**src/rtl/counter_timer_pkg.sv**
```systemverilog
// Shared types for the counter timer controller: FSM state codes and reload mode.
package counter_timer_pkg;

    typedef logic [2:0] timer_state_t;

    localparam timer_state_t IDLE  = 3'd0;
    localparam timer_state_t SETUP = 3'd1;
    localparam timer_state_t LOAD  = 3'd2;
    localparam timer_state_t RUN   = 3'd3;
    localparam timer_state_t DONE  = 3'd4;

    typedef enum logic {
        ONE_SHOT    = 1'b0,
        AUTO_RELOAD = 1'b1
    } mode_t;

endpackage

```
**src/rtl/counter_timer_controller_if.sv**
```systemverilog
// Control and external-counter signals of the counter timer controller.
// TIMER_EXPIRE_COUNT_EN adds the expire_count output.
interface counter_timer_controller_if #(
    parameter int unsigned SIZE           = 4,
    parameter int unsigned PRESCALE_WIDTH = 8
`ifdef TIMER_EXPIRE_COUNT_EN
    , parameter int unsigned EXPIRE_WIDTH = 8
`endif
);
    logic                      start;
    logic                      stop;
    logic                      pause;
    logic                      auto_reload;
    logic                      direction;
    logic [SIZE-1:0]           period;
    logic [PRESCALE_WIDTH-1:0] prescale;
    logic                      cnt_carry_out;
    logic                      cnt_reset;
    logic                      cnt_preset_en;
    logic                      cnt_up_down;
    logic                      cnt_carry_in;
    logic [SIZE-1:0]           cnt_preset;
    logic                      busy;
    logic                      expired;
    logic                      done;
`ifdef TIMER_EXPIRE_COUNT_EN
    logic [EXPIRE_WIDTH-1:0]   expire_count;
`endif

    modport slave (
`ifdef TIMER_EXPIRE_COUNT_EN
        output expire_count,
`endif
        input  start, stop, pause, auto_reload, direction, period, prescale, cnt_carry_out,
        output cnt_reset, cnt_preset_en, cnt_up_down, cnt_carry_in, cnt_preset,
        output busy, expired, done
    );

    modport master (
`ifdef TIMER_EXPIRE_COUNT_EN
        input  expire_count,
`endif
        output start, stop, pause, auto_reload, direction, period, prescale, cnt_carry_out,
        input  cnt_reset, cnt_preset_en, cnt_up_down, cnt_carry_in, cnt_preset,
        input  busy, expired, done
    );

endinterface

```
**src/rtl/tick_prescaler.sv**
```systemverilog
// Clock divider: o_tick fires once every i_prescale+1 non-held cycles; hold freezes the phase.
module tick_prescaler #(
    parameter int unsigned PRESCALE_WIDTH = 8
) (
    input  logic                      i_clock,
    input  logic                      i_reset,
    input  logic                      i_clear,
    input  logic                      i_hold,
    input  logic [PRESCALE_WIDTH-1:0] i_prescale,
    output logic                      o_tick
);
    logic [PRESCALE_WIDTH-1:0] r_count;
    logic                      w_wrap;

    assign w_wrap = (r_count == i_prescale);
    assign o_tick = w_wrap & ~i_hold;

    always_ff @(posedge i_clock) begin
        if (!i_reset) begin
            r_count <= '0;
        end else if (i_clear) begin
            r_count <= '0;
        end else if (!i_hold) begin
            r_count <= w_wrap ? '0 : r_count + 1'b1;
        end
    end

endmodule

```
**src/rtl/counter_timer_controller.sv**
```systemverilog
// Sequences an external presettable up/down counter as a one-shot or auto-reload interval timer.
// TIMER_EXPIRE_COUNT_EN adds a saturating count of expiries.
module counter_timer_controller
    import counter_timer_pkg::*;
#(
    parameter int unsigned SIZE           = 4,
    parameter int unsigned PRESCALE_WIDTH = 8
`ifdef TIMER_EXPIRE_COUNT_EN
    , parameter int unsigned EXPIRE_WIDTH = 8
`endif
) (
    input logic                 i_clock,
    input logic                 i_reset,
    counter_timer_controller_if.slave io_bus
);
    timer_state_t              r_state;
    timer_state_t              w_state_next;
    logic [SIZE-1:0]           r_period;
    logic                      r_direction;
    mode_t                     r_mode;
    logic [PRESCALE_WIDTH-1:0] r_prescale;
    logic                      r_pause_q;
    logic                      r_expired;

    logic w_accept;
    logic w_tick;
    logic w_terminal;
    logic w_presc_clear;
    logic w_presc_hold;

    assign w_accept      = ((r_state == IDLE) || (r_state == DONE)) & io_bus.start & ~io_bus.stop;
    assign w_presc_clear = (r_state == LOAD);
    assign w_presc_hold  = (r_state != RUN) | r_pause_q;
    assign w_terminal    = w_tick & ~io_bus.cnt_carry_out;

    tick_prescaler #(
        .PRESCALE_WIDTH(PRESCALE_WIDTH)
    ) u_tick_prescaler (
        .i_clock   (i_clock),
        .i_reset   (i_reset),
        .i_clear   (w_presc_clear),
        .i_hold    (w_presc_hold),
        .i_prescale(r_prescale),
        .o_tick    (w_tick)
    );

    always_comb begin
        w_state_next = r_state;
        if (io_bus.stop) begin
            w_state_next = IDLE;
        end else begin
            case (r_state)
                IDLE, DONE: if (io_bus.start) w_state_next = SETUP;
                SETUP:      w_state_next = LOAD;
                LOAD:       w_state_next = RUN;
                RUN: begin
                    if (w_terminal) w_state_next = (r_mode == AUTO_RELOAD) ? LOAD : DONE;
                end
                default:    w_state_next = IDLE;
            endcase
        end
    end

    always_ff @(posedge i_clock) begin
        if (!i_reset) begin
            r_state     <= IDLE;
            r_period    <= '0;
            r_direction <= 1'b0;
            r_mode      <= ONE_SHOT;
            r_prescale  <= '0;
            r_pause_q   <= 1'b0;
            r_expired   <= 1'b0;
        end else begin
            r_state   <= w_state_next;
            r_pause_q <= io_bus.pause;
            // A stop on the terminal cycle swallows the expiry.
            r_expired <= w_terminal & ~io_bus.stop;
            if (w_accept) begin
                r_period    <= io_bus.period;
                r_direction <= io_bus.direction;
                r_mode      <= io_bus.auto_reload ? AUTO_RELOAD : ONE_SHOT;
                r_prescale  <= io_bus.prescale;
            end
        end
    end

`ifdef TIMER_EXPIRE_COUNT_EN
    logic [EXPIRE_WIDTH-1:0] r_expire_count;

    always_ff @(posedge i_clock) begin
        if (!i_reset) begin
            r_expire_count <= '0;
        end else if (w_accept) begin
            r_expire_count <= '0;
        end else if (w_terminal && !io_bus.stop && (r_expire_count != '1)) begin
            r_expire_count <= r_expire_count + 1'b1;
        end
    end

    assign io_bus.expire_count = r_expire_count;
`endif

    assign io_bus.cnt_reset     = (r_state == IDLE);
    assign io_bus.cnt_preset_en = (r_state == LOAD);
    assign io_bus.cnt_up_down   = r_direction;
    assign io_bus.cnt_carry_in  = ~w_tick;
    assign io_bus.cnt_preset    = r_period;
    assign io_bus.busy          = (r_state == SETUP) || (r_state == LOAD) || (r_state == RUN);
    assign io_bus.expired       = r_expired;
    assign io_bus.done          = (r_state == DONE);

endmodule

```
**src/flat_wrapper.sv**
```systemverilog
// flat-port wrapper written by rule: the top's interface ports become plain ports
module counter_timer_controller_flat import counter_timer_pkg::*;
#(
    parameter int unsigned SIZE           = 4,
    parameter int unsigned PRESCALE_WIDTH = 8

)
  (i_clock, i_reset, io_bus_start, io_bus_stop, io_bus_pause, io_bus_auto_reload, io_bus_direction, io_bus_period, io_bus_prescale, io_bus_cnt_carry_out, io_bus_cnt_reset, io_bus_cnt_preset_en, io_bus_cnt_up_down, io_bus_cnt_carry_in, io_bus_cnt_preset, io_bus_busy, io_bus_expired, io_bus_done);
  counter_timer_controller_if #(.SIZE(SIZE), .PRESCALE_WIDTH(PRESCALE_WIDTH)) io_bus_i ();
  input logic i_clock;
  input logic i_reset;
  input wire logic [$bits(io_bus_i.start)-1:0] io_bus_start;
  input wire logic [$bits(io_bus_i.stop)-1:0] io_bus_stop;
  input wire logic [$bits(io_bus_i.pause)-1:0] io_bus_pause;
  input wire logic [$bits(io_bus_i.auto_reload)-1:0] io_bus_auto_reload;
  input wire logic [$bits(io_bus_i.direction)-1:0] io_bus_direction;
  input wire logic [$bits(io_bus_i.period)-1:0] io_bus_period;
  input wire logic [$bits(io_bus_i.prescale)-1:0] io_bus_prescale;
  input wire logic [$bits(io_bus_i.cnt_carry_out)-1:0] io_bus_cnt_carry_out;
  output wire logic [$bits(io_bus_i.cnt_reset)-1:0] io_bus_cnt_reset;
  output wire logic [$bits(io_bus_i.cnt_preset_en)-1:0] io_bus_cnt_preset_en;
  output wire logic [$bits(io_bus_i.cnt_up_down)-1:0] io_bus_cnt_up_down;
  output wire logic [$bits(io_bus_i.cnt_carry_in)-1:0] io_bus_cnt_carry_in;
  output wire logic [$bits(io_bus_i.cnt_preset)-1:0] io_bus_cnt_preset;
  output wire logic [$bits(io_bus_i.busy)-1:0] io_bus_busy;
  output wire logic [$bits(io_bus_i.expired)-1:0] io_bus_expired;
  output wire logic [$bits(io_bus_i.done)-1:0] io_bus_done;
  assign io_bus_i.start = io_bus_start;
  assign io_bus_i.stop = io_bus_stop;
  assign io_bus_i.pause = io_bus_pause;
  assign io_bus_i.auto_reload = io_bus_auto_reload;
  assign io_bus_i.direction = io_bus_direction;
  assign io_bus_i.period = io_bus_period;
  assign io_bus_i.prescale = io_bus_prescale;
  assign io_bus_i.cnt_carry_out = io_bus_cnt_carry_out;
  assign io_bus_cnt_reset = io_bus_i.cnt_reset;
  assign io_bus_cnt_preset_en = io_bus_i.cnt_preset_en;
  assign io_bus_cnt_up_down = io_bus_i.cnt_up_down;
  assign io_bus_cnt_carry_in = io_bus_i.cnt_carry_in;
  assign io_bus_cnt_preset = io_bus_i.cnt_preset;
  assign io_bus_busy = io_bus_i.busy;
  assign io_bus_expired = io_bus_i.expired;
  assign io_bus_done = io_bus_i.done;
  counter_timer_controller #(.SIZE(SIZE), .PRESCALE_WIDTH(PRESCALE_WIDTH)) u_core (.i_clock(i_clock), .i_reset(i_reset), .io_bus(io_bus_i));
endmodule
```
**config.mk**
```make
export PLATFORM = sky130hd
export DESIGN_NAME = counter_timer_controller_flat
export DESIGN_NICKNAME = d
export VERILOG_FILES = /design/src/rtl/counter_timer_pkg.sv /design/src/rtl/counter_timer_controller_if.sv /design/src/rtl/tick_prescaler.sv /design/src/rtl/counter_timer_controller.sv /design/src/flat_wrapper.sv
export SDC_FILE = /design/constraint.sdc
export NUM_CORES = 1
export LEC_CHECK = 0
export ABC_AREA = 1
export CAP_MARGIN = 30
export CORE_AREA = 2 2 57 59
export CTS_BUF_LIST = sky130_fd_sc_hd__clkbuf_8 sky130_fd_sc_hd__clkbuf_16
export DETAILED_ROUTE_END_ITERATION = 12
export DIE_AREA = 0 0 59 61
export HOLD_SLACK_MARGIN = 0.1
export PLACE_DENSITY = 0.78
export SYNTH_ARGS = -nofsm -noshare
export SYNTH_HDL_FRONTEND = slang
export SYNTH_SLANG_ARGS = --single-unit
```
**constraint.sdc**
```tcl
create_clock -name i_clock -period 2.25 [get_ports i_clock]
set_clock_uncertainty 0.05 [all_clocks]
set_input_delay 0.225 -clock i_clock [delete_from_list [all_inputs] [get_ports i_clock]]
set_output_delay 0.225 -clock i_clock [all_outputs]
set_load 0.01 [all_outputs]
```
* Yosys cells after proc, flatten, opt, wreduce, memory -nomap -nowiden
Index checks and enable logic that the tools add are counted. Widths: inputs -> output; s select.
Word-level totals: bits in registers 27, bits in latches 0, RAM bits 0, bits in read-only memories 0, bits of input ports 20, output and inout port bits 11, word-level logic and storage cells 42, memories 0
Cells by class: $add $sub $neg 1, $mul 0, divide/modulo/power cells 0, $lt $le $gt $ge 0, eq/ne operators 8, shifts and indexed selects 0, multiplexer cells 6, bitwise logic cells 11, reduce and logical (&&, ||, !) cells 8
Operator list (count):
- $pmux 3 s4 | 1
- $mux 3 | 3
- $add 8x1->8 const B | 1
- $eq 8x8->1 | 1
- $mux 8 | 1
- $eq 3x2->1 const B | 2
- $reduce_or 2->1 | 3
- $and 1x1->1 | 5
- $not 1->1 | 5
- $eq 3x1->1 const B | 1
- $eq 3x3->1 const B | 1
- $logic_not 3->1 | 1
- $logic_or 1x1->1 | 3
- $ne 3x2->1 const B | 1
- $ne 2x1->1 const B | 1
- $ne 2x2->1 const B | 1
- $reduce_and 2->1 | 1
- $mux 1 | 1
- $or 1x1->1 | 1

* Longest topological paths before layout
word-level depth 7, mapped depth 11, gate-level depth less buffers 11

* By module
Synthesis repeated with hierarchy kept, for this count alone.
Unflattened totals: cell total of the unflattened synthesis 184, area total of the unflattened synthesis 1293.7 um2
Modules (own cells, without submodules):
- counter_timer_controller | instances 1, cells each 104, area an instance 782.0 um2, sequential area each 380.4 um2
- tick_prescaler | instances 1, cells each 80, area an instance 511.7 um2, sequential area each 160.2 um2

* Least setup slack after synthesis
OpenSTA, ideal clock, no wires.
path type flip-flop to flip-flop, start point reg u_core.r_state[2], end point reg u_core.u_tick_prescaler.r_count[4], setup time 0.124 ns, arrival 1.135 ns, data required time 2.076 ns, slack 0.942 ns, cell stages (with the launch flop) 9, path buffers 0, path through dfxtp_1 -> inv_2 -> nand3_2 -> nor2_4 -> inv_2 -> nor2_2 -> nand2_1 -> nand2_2 -> nor3b_1
On the way: word-level cells in the longest chain between the ends 2
Ends and longest elaborated chain:
- start, declared | line counter_timer_controller.sv:16 | timer_state_t r_state;
- start signal, assigned | line counter_timer_controller.sv:74 | r_state <= w_state_next;
- $ne 3x2->1 / $eq 3x2->1 (equally long branches) | line counter_timer_controller.sv:33, counter_timer_controller.sv:32
- $or 1x1->1 / $reduce_or 2->1 (equally long branches)
- end signal, assigned | line tick_prescaler.sv:24 | r_count <= w_wrap ? '0 : r_count + 1'b1;
- end, declared | line tick_prescaler.sv:12 | logic [PRESCALE_WIDTH-1:0] r_count;
Several ways; a longest one is shown, not always the timed one. A chain may end at the register's enable or synchronous reset.

* Worst setup path after layout
start point reg u_core.r_state[2], end point out io_bus_cnt_carry_in
On the way: word-level cells in the longest chain between the ends 5
Ends and longest elaborated chain:
- $ne 3x2->1 | line counter_timer_controller.sv:33 | assign w_presc_hold = (r_state != RUN) | r_pause_q;
- $or 1x1->1 | line counter_timer_controller.sv:33
- $not 1->1 | line tick_prescaler.sv:16 | assign o_tick = w_wrap & ~i_hold;
- $and 1x1->1 | line tick_prescaler.sv:16
- $not 1->1 | line counter_timer_controller.sv:106 | assign io_bus.cnt_carry_in = ~w_tick;
- end, declared | line flat_wrapper.sv:23 | output wire logic [$bits(io_bus_i.cnt_carry_in)-1:0] io_bus_cnt_carry_in;
No other way between the ends.

==> flow_metrics.py <==
metrics = {
    "status": {
        "status": "finished clean",
    },
    "logic_synthesis": {
        "syn_area_um2": 1310,
        "ys_seq_area_share_pct": 41.2,
        "ys_warn_count": 0,
        "synth_seq_cells": 27,
        "yosys.cell_types.count": 26,
        "synth_cells": 177,
        "syn_nets": 198,
        "syn_area_per_cell_um2": 7.41,
    },
    "finish": {
        "area_growth_pct": 28.1,
        "nFillCells": 290,
        "finalNonFillerCells": 242,
        "drive_gt1_share_pct": 15.8,
        "mostFrequentLayoutCell": "nand2_1",
        "final_nets": 231,
        "layout_common_cells": "nand2_1 (35), clkdlybuf4s50_1 (30), nor2_1 (28), dfxtp_1 (27), inv_1 (24)",
        "antenna_cells": 0,
        "seqCellArea_um2": 541,
        "multi_input_area_um2": 639,
    },
    "worst_setup_path": {
        "worst_path_dominant_cell_family": "buffers and inverters",
        "cp-start-kind": "flip-flop",
        "critPathArrivalTime_ns": 1.78,
        "worst-setup-path-type": "flip-flop to output port",
        "path_max_fanout": 5,
        "crit_top_cell": "inv_2",
        "cp_slowest_cell": "clkdlybuf4s50_1",
        "crit_path_max_incr_delay_ns": 0.49,
        "end_kind": "output port",
        "crit_buf_inv": 3,
        "cp_cell_sequence": "inv_2 -> nand3_2 -> nor2_4 -> inv_2 -> nor2_2 -> nand2_1 -> clkdlybuf4s50_1",
        "crit_required_ns": 1.98,
    },
    "floorplanning": {
        "io_pins": 31,
        "coreArea_um2": 2950,
        "start_util_pct": 44.4,
        "row_count": 20,
        "dieArea_um2": 3600,
        "die_h_um": 61,
        "die_w_um": 59,
    },
    "sta": {
        "worst_slew_pin_slew_ns": 0.453,
        "fmax_ghz": 0.486,
        "rsz0062_at_grt": "no",
        "relSlewSlack_pct": 69.7,
        "min_period_over_period_pct": 91.5,
        "maxSlewViolCount": 0,
        "setup_violations": 0,
        "tns_ns": 0,
        "fin_crit_ns": 2.06,
        "hold_violations": 0,
    },
    "detailed_routing": {
        "dr.pass1.iters": 4,
        "viasPerCell": 4.83,
        "wl_per_cell_um": 10.7,
        "ant_nets": 0,
        "finalWirelength_um": 2600,
        "vias": 1168,
        "drc": 0,
        "drt_first_iter_violations": 29,
    },
    "clocking": {
        "cts_sinks": 27,
        "holdBufCountCts": 0,
        "htreeDepth": 1,
        "cts_root_buffer": "clkbuf_8",
        "clk_latency_ns": 0.27,
        "clk_pin_slew_ns": 0.09,
        "cts_made_buffers": 3,
        "cts_setup_buffers": 0,
        "postCtsResizedCells": 0,
        "cts.path.max_buffers": 2,
        "cts_tree": "yes",
    },
    "power": {
        "clkPwrFrac_pct": 28.9,
        "internal-power_mw": 0.693,
        "cellLeakagePower_nw": 0.678,
        "vdd_drop_max_v": 0.000378,
        "p_comb_share_pct": 15.7,
        "power_frac_seq_pct": 55.4,
        "netSwitchingFraction_pct": 24.5,
        "p_switching_mw": 0.225,
        "cellPowerDensity_nw_per_um2": 546,
    },
    "place": {
        "gp_congestion": 0.826,
        "place_inst": 238,
        "portBuffers": 30,
        "dp_hpwl_um": 2110,
    },
    "run": {
        "drv_cap": 0,
    },
    "grt": {
        "antenna_found_initial": 0,
        "grt_use_total_pct": 16.9,
        "grt_pass1_wl_um": 4540,
        "grt_max_degree": 23,
        "grt_pass1_vias": 1123,
        "grt_overflow_total": 0,
    },
    "worst_hold_path": {
        "hold_class": "flip-flop to flip-flop",
    },
}
## per-stage QoR
stage | instance area [µm²] | hold slack (ns) | power (mW) | util (%) | setup WS (ns)
after global placement | 1630 | 0.413 | 0.662 | 55.3 | 0.515
after global routing | 1680 | 0.423 | 0.969 | 56.9 | 0.0696
after CTS | 1680 | 0.426 | 0.928 | 56.9 | 0.191
final | 1680 | 0.427 | 0.917 | 56.9 | 0.191
after detailed placement | 1630 | 0.414 | 0.665 | 55.3 | 0.464
after floorplan | 1310 | 0.252 | 0.598 | - | 0.942
## layout make-up
cell class	count	share of cell area [%]
clock buffers	3	2.46
inverters	28	6.26
multi-input cells	119	38.1
well taps	33	2.46
flip-flops and latches	27	32.2
clock inverters	1	0.224
repair buffers	31	18.3
## synthesized netlist by cell type, drive strengths merged
library cell	n	area share (%)
nand2	37	11
nor2	32	10
inv	28	8.0
dfxtp	27	41
o21ai	19	9.0
a21oi	12	6.3
nor3	6	3.9
nand3	5	2.7
buf	3	2.0
nand4	3	1.9
xor2	2	1.3
ha	1	0.95
nor3b	1	0.57
o2111a	1	0.86
## worst min-delay path: cells and delay by family, from the launching register on
family                 cells  cell delay [ns]
AO/OA/AOI/OAI              1             0.05
flip-flops                 1             0.31
buffers and inverters      1             0.08
## cell families (layout without fill, tap and decap cells)
group	count (synthesis)	count (layout)	share of synthesized area [%]
buffers and inverters	31	63	10.0
adders and majority gates	1	1	0.954
AOI/OAI and AO/OA	32	32	16.1
xor gates and xnor gates	2	2	1.34
and+or+nand+nor	84	84	30.3
DFF	27	27	41.2
## power groups by stage
stage	Sequential [mW]	Combinational (mW)	Clock, mW
6_report	0.509	0.144	0.265
5_1_grt	0.511	0.160	0.298
4_1_cts	0.509	0.146	0.273
3_5_place_dp	0.520	0.145	0
3_3_place_gp	0.520	0.143	0
2_1_floorplan	0.522	0.0764	0
## worst paths after layout
kind                            slack [ns]  cells past startpoint                               from                           endpoint
worst min register to register        0.43                      2  u_core.r_prescale[3]$_SDFFE_PN0P_  u_core.r_prescale[3]$_SDFFE_PN0P_
worst max register to register        0.64                      6     u_core.r_state[0]$_SDFFE_PP0P_  u_core.r_prescale[1]$_SDFFE_PN0P_
worst max-delay path                  0.19                      7     u_core.r_state[2]$_SDFFE_PP0P_                io_bus_cnt_carry_in
worst min-delay path                  0.43                      2  u_core.r_prescale[3]$_SDFFE_PN0P_  u_core.r_prescale[3]$_SDFFE_PN0P_
## layer usage
metal | vias to the layer above | global-route usage [%] | routed length [µm]
li1 | 620 | - | -
met1 | 523 | 19.7 | 1220
met2 | 20 | 29.8 | 1250
met3 | 5 | 3.84 | 86
met4 | 0 | 7.14 | 39
met5 | - | 0 | 0
## registers in the layout (all words and copies together), names as in the netlist
name / flops
u_core.io_bus.cnt_preset: 4
u_core.io_bus.cnt_up_down: 1
u_core.io_bus.expired: 1
u_core.r_mode: 1
u_core.r_pause_q: 1
u_core.r_prescale: 8
u_core.r_state: 3
u_core.u_tick_prescaler.r_count: 8
Note: power is estimated with default switching activity, not from simulation.
